===== config.mk =====
export PLATFORM = sky130hd
export DESIGN_NAME = spi_master_multi
export DESIGN_NICKNAME = d
export VERILOG_FILES = /design/src/rtl/spi_master_multi.sv
export SDC_FILE = /design/constraint.sdc
export NUM_CORES = 1
export LEC_CHECK = 0
export ABC_CLOCK_PERIOD_IN_PS = 7600
export BUFFER_PORTS_ARGS = -buffer_cell sky130_fd_sc_hd__buf_2
export CAP_MARGIN = 20
export CORE_MARGIN = 1.5
export CORE_UTILIZATION = 60
export CTS_CLUSTER_DIAMETER = 50
export DETAILED_ROUTE_END_ITERATION = 8
export GPL_ROUTABILITY_DRIVEN = 1
export PLACE_DENSITY_LB_ADDON = 0.1
export RECOVER_POWER = 25
export SYNTH_ARGS = -nofsm -noshare
export SYNTH_HDL_FRONTEND = slang
export SYNTH_SLANG_ARGS = --single-unit

===== constraint.sdc =====
create_clock -name clk -period 7.6 [get_ports clk]
set_clock_uncertainty 0.15 [all_clocks]
set_input_delay 1.14 -clock clk [delete_from_list [all_inputs] [get_ports clk]]
set_output_delay 1.14 -clock clk [all_outputs]
set_load 0.005 [all_outputs]

===== src/rtl/spi_master_multi.sv =====
// spi_master_multi: single SPI master shared by CSB_WIDTH devices. Each
// transfer selects its own length (1..MAX_BITS), bit order, CPOL and CPHA
// from a command word written on the system clock.
//
// Ports:
//   clk, rst       system clock; asynchronous active-high reset
//   csrStrobe      one-cycle start pulse (ignored and flagged as overrun while busy)
//   cmd            [5:0] nBits-1, [6] lsbFirst, [7] CPOL, [8] CPHA, [19:16] device
//   txData         write data, right-justified
//   rxData         read data, right-justified, valid while busy=0
//   status         [31] busy, [30] overrun (sticky), [29:24] nBits-1 of last command
//   SPI_CLK        serial clock
//   SPI_CSB        active-low chip selects
//   SPI_LE         per-device latch-enable pulse after CSB rises
//   SPI_SDI        master data out
//   SPI_SDO        device data in
//
// Optional feature: define SPI_LE_EN to add the LATCH state and drive SPI_LE.
// Without it SPI_LE is held at zero and busy falls at HOLD exit.
module spi_master_multi #(
  parameter int CLK_RATE  = 100000000,
  parameter int BIT_RATE  = 12500000,
  parameter int CSB_WIDTH = 9,
  parameter int MAX_BITS  = 32,
  parameter int CS_GUARD  = 1,
  parameter     DEBUG     = "false"
) (
  input  logic                 clk,
  input  logic                 rst,
  input  logic                 csrStrobe,
  input  logic [31:0]          cmd,
  input  logic [MAX_BITS-1:0]  txData,
  output logic [MAX_BITS-1:0]  rxData,
  output logic [31:0]          status,
  output logic                 SPI_CLK,
  output logic [CSB_WIDTH-1:0] SPI_CSB,
  output logic [CSB_WIDTH-1:0] SPI_LE,
  output logic                 SPI_SDI,
  input  logic                 SPI_SDO
);

  localparam int         HP    = (CLK_RATE + 2*BIT_RATE - 1) / (2*BIT_RATE);
  localparam int         DIV_W = (HP > 1) ? $clog2(HP) : 1;
  localparam logic [6:0] MAXB  = 7'(MAX_BITS);

  typedef enum logic [2:0] {
    IDLE, SETUP, SHIFT, HOLD
`ifdef SPI_LE_EN
    , LATCH
`endif
  } state_t;

  (* mark_debug = DEBUG *) state_t state;

  logic [DIV_W-1:0]     div;
  logic [7:0]           cnt;
  logic [6:0]           nbits;
  logic [5:0]           nbits_m1;
  logic                 lsb, cpol, cpha, busy, overrun;
  logic [MAX_BITS-1:0]  tx_sr, rx_sr, rx_final, tx_load;
  logic [6:0]           cmd_nbits;
  logic [CSB_WIDTH-1:0] cmd_sel;
  logic                 tick, lead, sample_now, shift_now, last_edge, guard_done;
`ifdef SPI_LE_EN
  logic [CSB_WIDTH-1:0] sel;
`endif

  logic unused_cmd;
  assign unused_cmd = ^{cmd[31:20], cmd[15:9]};

  always_comb begin
    cmd_nbits = {1'b0, cmd[5:0]} + 7'd1;
    if (cmd_nbits > MAXB) cmd_nbits = MAXB;
    tx_load = cmd[6] ? txData : (txData << (MAXB - cmd_nbits));
    cmd_sel = '0;
    for (int unsigned i = 0; i < CSB_WIDTH; i++)
      if (cmd[19:16] == 4'(i)) cmd_sel[i] = 1'b1;
  end

  assign tick       = (div == DIV_W'(HP - 1));
  assign guard_done = (cnt == 8'(CS_GUARD - 1));
  assign last_edge  = (cnt == ({1'b0, nbits} << 1) - 8'd1);
  // cnt counts SCLK edges from 0: even cnt is a leading edge.
  assign lead       = ~cnt[0];
  assign sample_now = lead ^ cpha;
  // With CPHA=1 the first bit is already on SDI from SETUP, so the first
  // leading edge must not advance the shifter.
  assign shift_now  = cpha ? (lead && (cnt != 8'd0)) : ~lead;
  // LSB-first receive fills from the top; realign to the LSBs at the end.
  assign rx_final   = lsb ? (rx_sr >> (MAXB - nbits)) : rx_sr;
  assign status     = {busy, overrun, nbits_m1, 24'h0};

`ifndef SPI_LE_EN
  assign SPI_LE = '0;
`endif

  always_ff @(posedge clk or posedge rst) begin
    if (rst) begin
      state    <= IDLE;
      div      <= '0;
      cnt      <= '0;
      nbits    <= 7'd1;
      nbits_m1 <= '0;
      lsb      <= 1'b0;
      cpol     <= 1'b0;
      cpha     <= 1'b0;
      busy     <= 1'b0;
      overrun  <= 1'b0;
      tx_sr    <= '0;
      rx_sr    <= '0;
      rxData   <= '0;
      SPI_CLK  <= 1'b0;
      SPI_CSB  <= '1;
      SPI_SDI  <= 1'b0;
`ifdef SPI_LE_EN
      SPI_LE   <= '0;
      sel      <= '0;
`endif
    end else begin
      if (state != IDLE) begin
        div <= tick ? '0 : div + 1'b1;
        if (csrStrobe) overrun <= 1'b1;
      end
      case (state)
        IDLE: begin
          SPI_CLK <= cpol;
          if (csrStrobe) begin
            nbits    <= cmd_nbits;
            nbits_m1 <= cmd[5:0];
            lsb      <= cmd[6];
            cpol     <= cmd[7];
            cpha     <= cmd[8];
            tx_sr    <= tx_load;
            rx_sr    <= '0;
            SPI_SDI  <= cmd[6] ? tx_load[0] : tx_load[MAX_BITS-1];
            overrun  <= 1'b0;
            busy     <= 1'b1;
            SPI_CLK  <= cmd[7];
            SPI_CSB  <= ~cmd_sel;
`ifdef SPI_LE_EN
            sel      <= cmd_sel;
`endif
            div      <= '0;
            cnt      <= '0;
            state    <= SETUP;
          end
        end
        SETUP: if (tick) begin
          cnt <= guard_done ? 8'd0 : cnt + 8'd1;
          if (guard_done) state <= SHIFT;
        end
        SHIFT: if (tick) begin
          SPI_CLK <= ~SPI_CLK;
          if (sample_now)
            rx_sr <= lsb ? {SPI_SDO, rx_sr[MAX_BITS-1:1]} : {rx_sr[MAX_BITS-2:0], SPI_SDO};
          if (shift_now) begin
            SPI_SDI <= lsb ? tx_sr[1] : tx_sr[MAX_BITS-2];
            tx_sr   <= lsb ? (tx_sr >> 1) : (tx_sr << 1);
          end
          cnt <= last_edge ? 8'd0 : cnt + 8'd1;
          if (last_edge) state <= HOLD;
        end
        HOLD: if (tick) begin
          cnt <= guard_done ? 8'd0 : cnt + 8'd1;
          if (guard_done) begin
            SPI_CSB <= '1;
`ifdef SPI_LE_EN
            SPI_LE  <= sel;
            state   <= LATCH;
`else
            busy    <= 1'b0;
            rxData  <= rx_final;
            state   <= IDLE;
`endif
          end
        end
`ifdef SPI_LE_EN
        // Two half-periods: LE high for the first, quiet for the second.
        LATCH: if (tick) begin
          SPI_LE <= '0;
          if (cnt == 8'd1) begin
            cnt    <= 8'd0;
            busy   <= 1'b0;
            rxData <= rx_final;
            state  <= IDLE;
          end else begin
            cnt <= 8'd1;
          end
        end
`endif
        default: state <= IDLE;
      endcase
    end
  end

endmodule


==> flow_summary_export.csv, run 1 <==
group,metric,value,unit
run_status,status,"finished with violations",
run_status,violations,"capacitance limit, slew limit",
timing,tightest_slew,3.302,ns
cells_and_area,nFillCells,1628,
timing,slew_viol_final,77,
clock_network,cts_tree,"done",
floorplanning,core-area,18770,sq um
global_route,grt_pass1_vias,9819,
timing,fin_tns_setup,0,ns
cells_and_area,fin_nets,1436,
worst_setup_path,required,7.80,ns
worst_setup_path,critPathMaxFanout,30,
global_route,antenna_found_initial,0,
min_path,hold_path_class,"flip-flop to flip-flop",
worst_setup_path,end_kind,"flip-flop",
global_route,grt-ovfl-total,0,
detailed_routing,drcViolationCount,0,
detailed_routing,routed_wl,33.16,mm
timing,rsz0062_at_grt,"false",
global_route,grt_max_degree,77,
clock_network,clkSinkCount,137,
detailed_routing,ant_nets,0,
clock_network,postCtsSetupRepairBufs,0,
clock_network,clk_pin_slew,0.07,ns
worst_setup_path,cp.arrival,6.13,ns
detailed_routing,drt_first_iter_violations,942,
clock_network,cts_buffer_depth,2,
clock_network,numCtsBuffers,17,
clock_network,hold_buffers,0,
worst_setup_path,cp-start-kind,"input pin",
run,cap_viol_max_count,1,
synthesis,netlist_area,11520,sq um
synthesis,ys_ff_latch,137,
synthesis,syn_inst,1333,
floorplanning,die_x,141.6,um
cells_and_area,drive_gt1_share,18.79,%
timing,fin_crit,5.923,ns
timing,hold_viol_final,0,
global_route,grt_pass1_wl,53.63,mm
placement,port_buffers,99,
detailed_routing,vias,10600,
clock_network,post_cts_resized,0,
detailed_routing,first_pass_iters,6,
floorplanning,start_util,61.41,%
worst_setup_path,crit_type,"input pin to flip-flop",
floorplanning,die_h,141.6,um
synthesis,synth_ff_type,"dfrtp_1",
synthesis,avgSynthCellArea,8.646,sq um
pwr,p_leak,5.281,nW
timing,period_share,77.94,%
synthesis,yosysWarningCount,0,
synthesis,async_flop_share,100.0,%
synthesis,yosysSeqAreaShare,29.86,%
floorplanning,die-area,20050,sq um
clock_network,ctsHtreeMaxLevel,4,
worst_setup_path,rrSetupSlack,2.60,ns
cells_and_area,num_antenna_cells,0,
placement,gp_congestion,1.024,
timing,max_freq,0.1688,GHz
floorplanning,ios,152,
global_route,track_usage,34.05,%
synthesis,ys_types,85,
clock_network,cts_root_buf,"clkbuf_16",
timing,setup_violations,0,
clock_network,clock_latency,0.43,ns
detailed_routing,wire_per_inst,20.70,um
synthesis,synth_edf_count,0,
placement,placed_cell_area,11840,sq um
cells_and_area,fin_area,12480,sq um
floorplanning,rows,50,
pwr,p_per_area,385.3,nW/um^2
placement,detailed_place_hpwl,23.78,mm
timing,maxSlewHeadroom,-121.4,%
detailed_routing,vias_per_cell,6.619,
cells_and_area,area_growth,8.327,%
pwr,peakVddDrop,301.9,uV
synth_stat cells, types with 4 or more instances:
cell | instances | area share [%]
a2111oi_1 | 5 | 0.43
a2111oi_2 | 4 | 0.52
a211o_1 | 4 | 0.30
a211oi_1 | 10 | 0.65
a21oi_1 | 124 | 5.4
a221o_1 | 6 | 0.52
a221oi_1 | 25 | 1.9
a22oi_1 | 13 | 0.85
a311oi_1 | 8 | 0.61
a31o_2 | 4 | 0.30
a31oi_1 | 26 | 1.4
and2_1 | 25 | 1.4
and3_1 | 33 | 1.8
buf_1 | 14 | 0.46
buf_2 | 22 | 0.96
buf_4 | 44 | 2.9
buf_6 | 5 | 0.49
clkbuf_1 | 65 | 2.1
dfrtp_1 | 127 | 28
dfstp_2 | 10 | 2.3
ha_1 | 13 | 1.4
inv_1 | 16 | 0.52
mux2_2 | 28 | 2.7
mux2i_1 | 98 | 8.5
mux4_2 | 31 | 6.1
nand2_1 | 143 | 4.7
nand2b_1 | 14 | 0.76
nand3_1 | 27 | 1.2
nor2_1 | 99 | 3.2
nor2b_1 | 21 | 1.1
nor3_1 | 21 | 0.91
nor3b_1 | 12 | 0.78
nor4_1 | 7 | 0.38
o211ai_1 | 12 | 0.78
o21a_1 | 6 | 0.39
o21ai_0 | 71 | 3.1
o21ai_1 | 8 | 0.35
o221ai_1 | 9 | 0.68
o22ai_1 | 4 | 0.22
o31ai_1 | 23 | 1.5
or3_1 | 10 | 0.54
xnor2_1 | 14 | 1.1
xor2_1 | 9 | 0.68
path summary, 6_finish.rpt:
check                              to  cells after the start        from
max                         tx_sr[31]                     17      cmd[0]
min                        rxData[22]                      2  rxData[22]
max reg2reg                rxData[15]                     11    nbits[0]
min reg2reg                rxData[22]                      2  rxData[22]
max in group asynchronous         lsb                      3         rst
min in group asynchronous  rxData[17]                      2         rst
stage by stage:
stage	utilization [%]	setup slack, ns	hold slack, ns	power (mW)	cells
2_1_floorplan	-	2.659	0.3038	3.246	1365
3_3_place_gp	63.07	1.464	0.3057	3.862	1568
3_5_place_dp	63.07	1.353	0.3154	3.902	1568
4_1_cts	66.29	1.794	0.3306	4.760	1600
5_1_grt	66.52	1.206	0.3474	5.137	1602
6_report	66.52	1.677	0.3225	4.811	1602
power breakdown:
| group | switching (mW) | internal [mW] |
|---|---|---|
| logic | 1.72 | 1.06 |
| registers | 0.228 | 0.963 |
| clock network | 0.341 | 0.501 |
worst max-delay path, cell delays in order:
cell and delay [ns]:
buf_2 0.37, ha_1 0.40, nor4b_1 0.09, a41o_1 0.25, a21oi_1 0.21, nor2_1 0.09
nand2_1 0.10, ha_1 0.74, and2_1 0.40, a22oi_1 0.15, o211ai_2 0.34, buf_4 0.41
mux2i_1 0.36, nor3_1 0.08, a2111oi_1 0.45, o221ai_1 0.37, o21ai_1 0.15
metal layers:
metal | part of all wire, % | vias to the layer above | routed length [um] | GRT usage, %
li1 | - | 4940 | - | -
met1 | 42 | 5130 | 13980 | 46.80
met2 | 47 | 461 | 15740 | 54.74
met3 | 7.0 | 72 | 2320 | 4.489
met4 | 3.4 | 0 | 1125 | 13.67
met5 | 0 | - | 0 | 0
final cells by class:
type | count | area (sq um) | share of cell area (%)
timing repair buffer | 121 | 691.9 | 5.542
clock inverter | 9 | 72.57 | 0.5813
clock buffer | 23 | 533.0 | 4.269
sequential | 137 | 3445 | 27.59
multi-input combinational | 1059 | 7377 | 59.09
inverter | 19 | 72.57 | 0.5813
tap | 234 | 292.8 | 2.345
sequential cells by signal, summed over array words and instances, names as in the netlist, named ones only:
signal	flops
SPI_CSB	9
busy	1
state	2
SPI_SDI	1
nbits_m1	6
nbits	7
div	2
cnt	8
lsb	1
rx_sr	32
cpha	1
cpol	1
tx_sr	32
SPI_CLK	1
rxData	32
cell usage in the layout (no fill, tap or decap), types with 6 or more instances in the layout:
master / synthesis / routed
xnor2_1: 14 / 14
buf_2: 22 / 98
conb_1: 1 / 33
xor2_1: 9 / 7
nor2_1: 99 / 98
a211oi_1: 10 / 10
nand2b_1: 14 / 14
dfrtp_1: 127 / 126
nor2b_1: 21 / 21
nor3_1: 21 / 21
mux4_2: 31 / 31
o21ai_0: 71 / 71
buf_4: 44 / 20
or3_1: 10 / 10
nor4_1: 7 / 7
o221ai_1: 9 / 9
a221oi_1: 25 / 25
inv_1: 16 / 15
a311oi_1: 8 / 8
mux2_2: 28 / 28
a31oi_1: 26 / 25
nand2_1: 143 / 143
nor3b_1: 12 / 12
and2_1: 25 / 25
ha_1: 13 / 12
mux2i_1: 98 / 98
dfstp_2: 10 / 10
a22oi_1: 13 / 13
and3_1: 33 / 33
o211ai_1: 12 / 12
nand3_1: 27 / 27
a21oi_1: 124 / 124
o21a_1: 6 / 6
o31ai_1: 23 / 23
a221o_1: 6 / 6
o21ai_1: 8 / 8
clkbuf_16: 0 / 21
cell families after synthesis:
logic type,synth area share [%]
multiplexers,18.13
AND/OR/NAND/NOR,18.79
XOR/XNOR,1.943
buffers and inverters,7.502
adder cells (fa/ha/maj),1.411
flip-flops,29.86
AO/OA/AOI/OAI,22.33
other,0.03254
(Power assumes the default switching activity.)
==> inputs of run 2 (changes only) <==
--- a/config.mk
+++ b/config.mk
@@ -5,11 +5,11 @@
 export SDC_FILE = /design/constraint.sdc
 export NUM_CORES = 1
 export LEC_CHECK = 0
-export ABC_CLOCK_PERIOD_IN_PS = 7600
+export ABC_CLOCK_PERIOD_IN_PS = 4800
 export BUFFER_PORTS_ARGS = -buffer_cell sky130_fd_sc_hd__buf_2
 export CAP_MARGIN = 20
 export CORE_MARGIN = 1.5
-export CORE_UTILIZATION = 60
+export CORE_UTILIZATION = 54
 export CTS_CLUSTER_DIAMETER = 50
 export DETAILED_ROUTE_END_ITERATION = 8
 export GPL_ROUTABILITY_DRIVEN = 1
==> constraint.sdc (replaced) <==
create_clock -name clk -period 4.8 [get_ports clk]
set_clock_uncertainty 0.15 [all_clocks]
set_input_delay 0.72 -clock clk [delete_from_list [all_inputs] [get_ports clk]]
set_output_delay 0.72 -clock clk [all_outputs]
set_load 0.005 [all_outputs]
==> run 2 against run 1 <==
  * The run still ends with capacitance limit, slew limit left
  * Wire length is 3.9% higher
  * Count of clock-buffer cells in the layout is 6 lower
  * Core utilization is 5.9 points lower
  * Power is 59% higher
  * Non-clock buffer count is 28 higher
  * Cell count is 4.3% higher
  * Sequential cell count stayed put
  * Sequential share of layout area is 0.46 points lower
  * Design area is 1.7% higher
  * Sequential power is 59% higher
  * Clock power is 54% higher
  * Highest routed layer unchanged
==> flow_summary_export.csv, run 2 (synthesis gave the netlist of run 1 again) <==
group,metric,value,unit
detailed_routing,vias,10580,
floorplanning,die_h,149.1,um
clock_network,hold_buffers,0,
cells_and_area,multi_input_area,7377,sq um
run_status,status,"finished with violations",
detailed_routing,drcViolationCount,0,
placement,port_buffers,99,
timing,tightest_slew,2.366,ns
run,cap_viol_max_count,1,
floorplanning,rows,53,
detailed_routing,vias_per_cell,6.333,
worst_setup_path,critPathMaxFanout,8,
placement,place_inst,1638,
worst_setup_path,end_kind,"flip-flop",
clock_network,post_cts_resized,0,
worst_setup_path,cp-start-kind,"input pin",
pwr,p_leak,5.404,nW
pwr,p_per_area,601.5,nW/um^2
worst_setup_path,slowest_stage,"mux2i_1",
cells_and_area,num_antenna_cells,0,
global_route,antenna_found_initial,0,
global_route,grt-ovfl-total,0,
timing,maxSlewHeadroom,-58.63,%
cells_and_area,fin_cells,1671,
floorplanning,core-area,20960,sq um
pwr,peakVddDrop,455.4,uV
clock_network,clkSinkCount,137,
worst_setup_path,crit_type,"input pin to flip-flop",
placement,gp_congestion,1.005,
timing,slew_viol_final,56,
cells_and_area,nFillCells,1913,
cells_and_area,area_growth,10.15,%
timing,hold_viol_final,0,
clock_network,numCtsBuffers,17,
timing,setup_violations,0,
timing,fin_tns_setup,0,ns
timing,fin_crit,4.315,ns
detailed_routing,ant_nets,0,
detailed_routing,drt_first_iter_violations,873,
clock_network,postCtsSetupRepairBufs,0,
cells_and_area,final_common_cell,"nand2_1",
clock_network,ctsHtreeMaxLevel,4,
global_route,grt_pass1_vias,9796,
timing,max_freq,0.2318,GHz
timing,rsz0062_at_grt,"false",
clock_network,clk_pin_slew,0.07,ns
worst_setup_path,required,4.95,ns
clock_network,cts_tree,"done",
run_status,violations,"capacitance limit, slew limit",
worst_setup_path,cp.arrival,4.46,ns
timing,period_share,89.89,%
clock_network,cts_buffer_depth,2,
cells_and_area,final_cell_mix,"nand2_1 (143), dfrtp_1 (126), a21oi_1 (124), buf_2 (99)",
global_route,track_usage,31.26,%
cells_and_area,drive_gt1_share,20.63,%
global_route,grt_pass1_wl,53.95,mm
worst_setup_path,cp_cell_sequence,"buf_2 -> ha_1 -> nor4b_1 -> a41o_1 -> a21oi_1 -> nor2_1 -> nand2_1 -> ha_1 -> and2_1 -> buf_4 -> a221o_1 -> a31oi_1 -> mux2i_1 -> mux2i_1 -> nand2_1 -> o221ai_1 -> o21ai_1",
placement,detailed_place_hpwl,24.99,mm
global_route,grt_max_degree,112,
clock_network,clock_latency,0.43,ns
floorplanning,ios,152,
detailed_routing,wire_per_inst,20.62,um
cells_and_area,fin_nets,1464,
floorplanning,start_util,55.00,%
detailed_routing,routed_wl,34.46,mm
clock_network,cts_root_buf,"clkbuf_16",
worst_setup_path,slowest_delay,0.51,ns
detailed_routing,first_pass_iters,5,
floorplanning,die_x,149.1,um
cells_and_area,seq_area,3445,sq um
floorplanning,die-area,22230,sq um
cells_and_area,reg_top3,"rxData: 32 flops, rx_sr: 32 flops, tx_sr: 32 flops",
min_path,hold_path_class,"input pin to flip-flop",
-- run 2: cell types whose count changed in the layout (fill, tap and decap cells not counted), sizes merged --
cell	change
buf	+28
clkbuf	-6
clkinv	+1
clkinvlp	-2
inv	+7
-- run 2: worst max-delay path: cells and delay by family --
family                   cells  cell delay (ns)
multiplexers                 2             0.67
AND/OR/NAND/NOR              5             0.87
AO/OA/AOI/OAI                6             1.35
adder cells (fa/ha/maj)      2             0.53
buffers and inverters        2             0.31
-- run 2: routing by layer --
metal	up-vias	part of all wire (%)	GRT usage, %
met3	80	6.1	4.526
li1	4995	-	-
met5	-	0	0
met1	5048	43	42.31
met2	460	48	51.00
met4	0	3.3	11.39
-- run 2: report_power, final --
group	internal, mW	total [mW]	switching, mW
clock network	0.693	1.30	0.611
logic	1.73	4.45	2.72
registers	1.52	1.89	0.366
total	3.94	7.64	3.70
-- run 2: stage by stage --
step / util [%] / power, mW / setup WS, ns / cell area (sq um) / hold WS, ns
CTS: 60.57 / 7.608 / 0.5556 / 12690 / 0.2940
detailed placement: 57.83 / 6.289 / 0.1111 / 12120 / 0.3194
global route: 60.58 / 8.154 / 0.1737 / 12690 / 0.2924
global placement: 57.83 / 6.231 / 0.2433 / 12120 / 0.3078
finish: 60.58 / 7.636 / 0.4850 / 12690 / 0.3039
floorplan: - / 5.140 / 0.2787 / 11640 / 0.3038
-- run 2: final cells by class --
cell class | count | area share, %
timing repair buffer | 149 | 6.939
clock buffer | 17 | 3.351
clock inverter | 15 | 1.183
multi-input combinational | 1059 | 58.11
tap | 275 | 2.710
sequential | 137 | 27.13
inverter | 19 | 0.5717
-- run 2: final timing paths --
path	depth (start not counted)	end	start	slack, ns
worst max-delay path	17	tx_sr[31]	cmd[0]	0.49
worst min-delay path	2	SPI_CSB[8]	cmd[19]	0.30
worst max register to register	10	rxData[11]	nbits[0]	0.86
worst min register to register	2	rxData[17]	rxData[17]	0.33
max in group asynchronous	4	tx_sr[10]	rst	1.28
min in group asynchronous	2	rxData[17]	rst	0.76
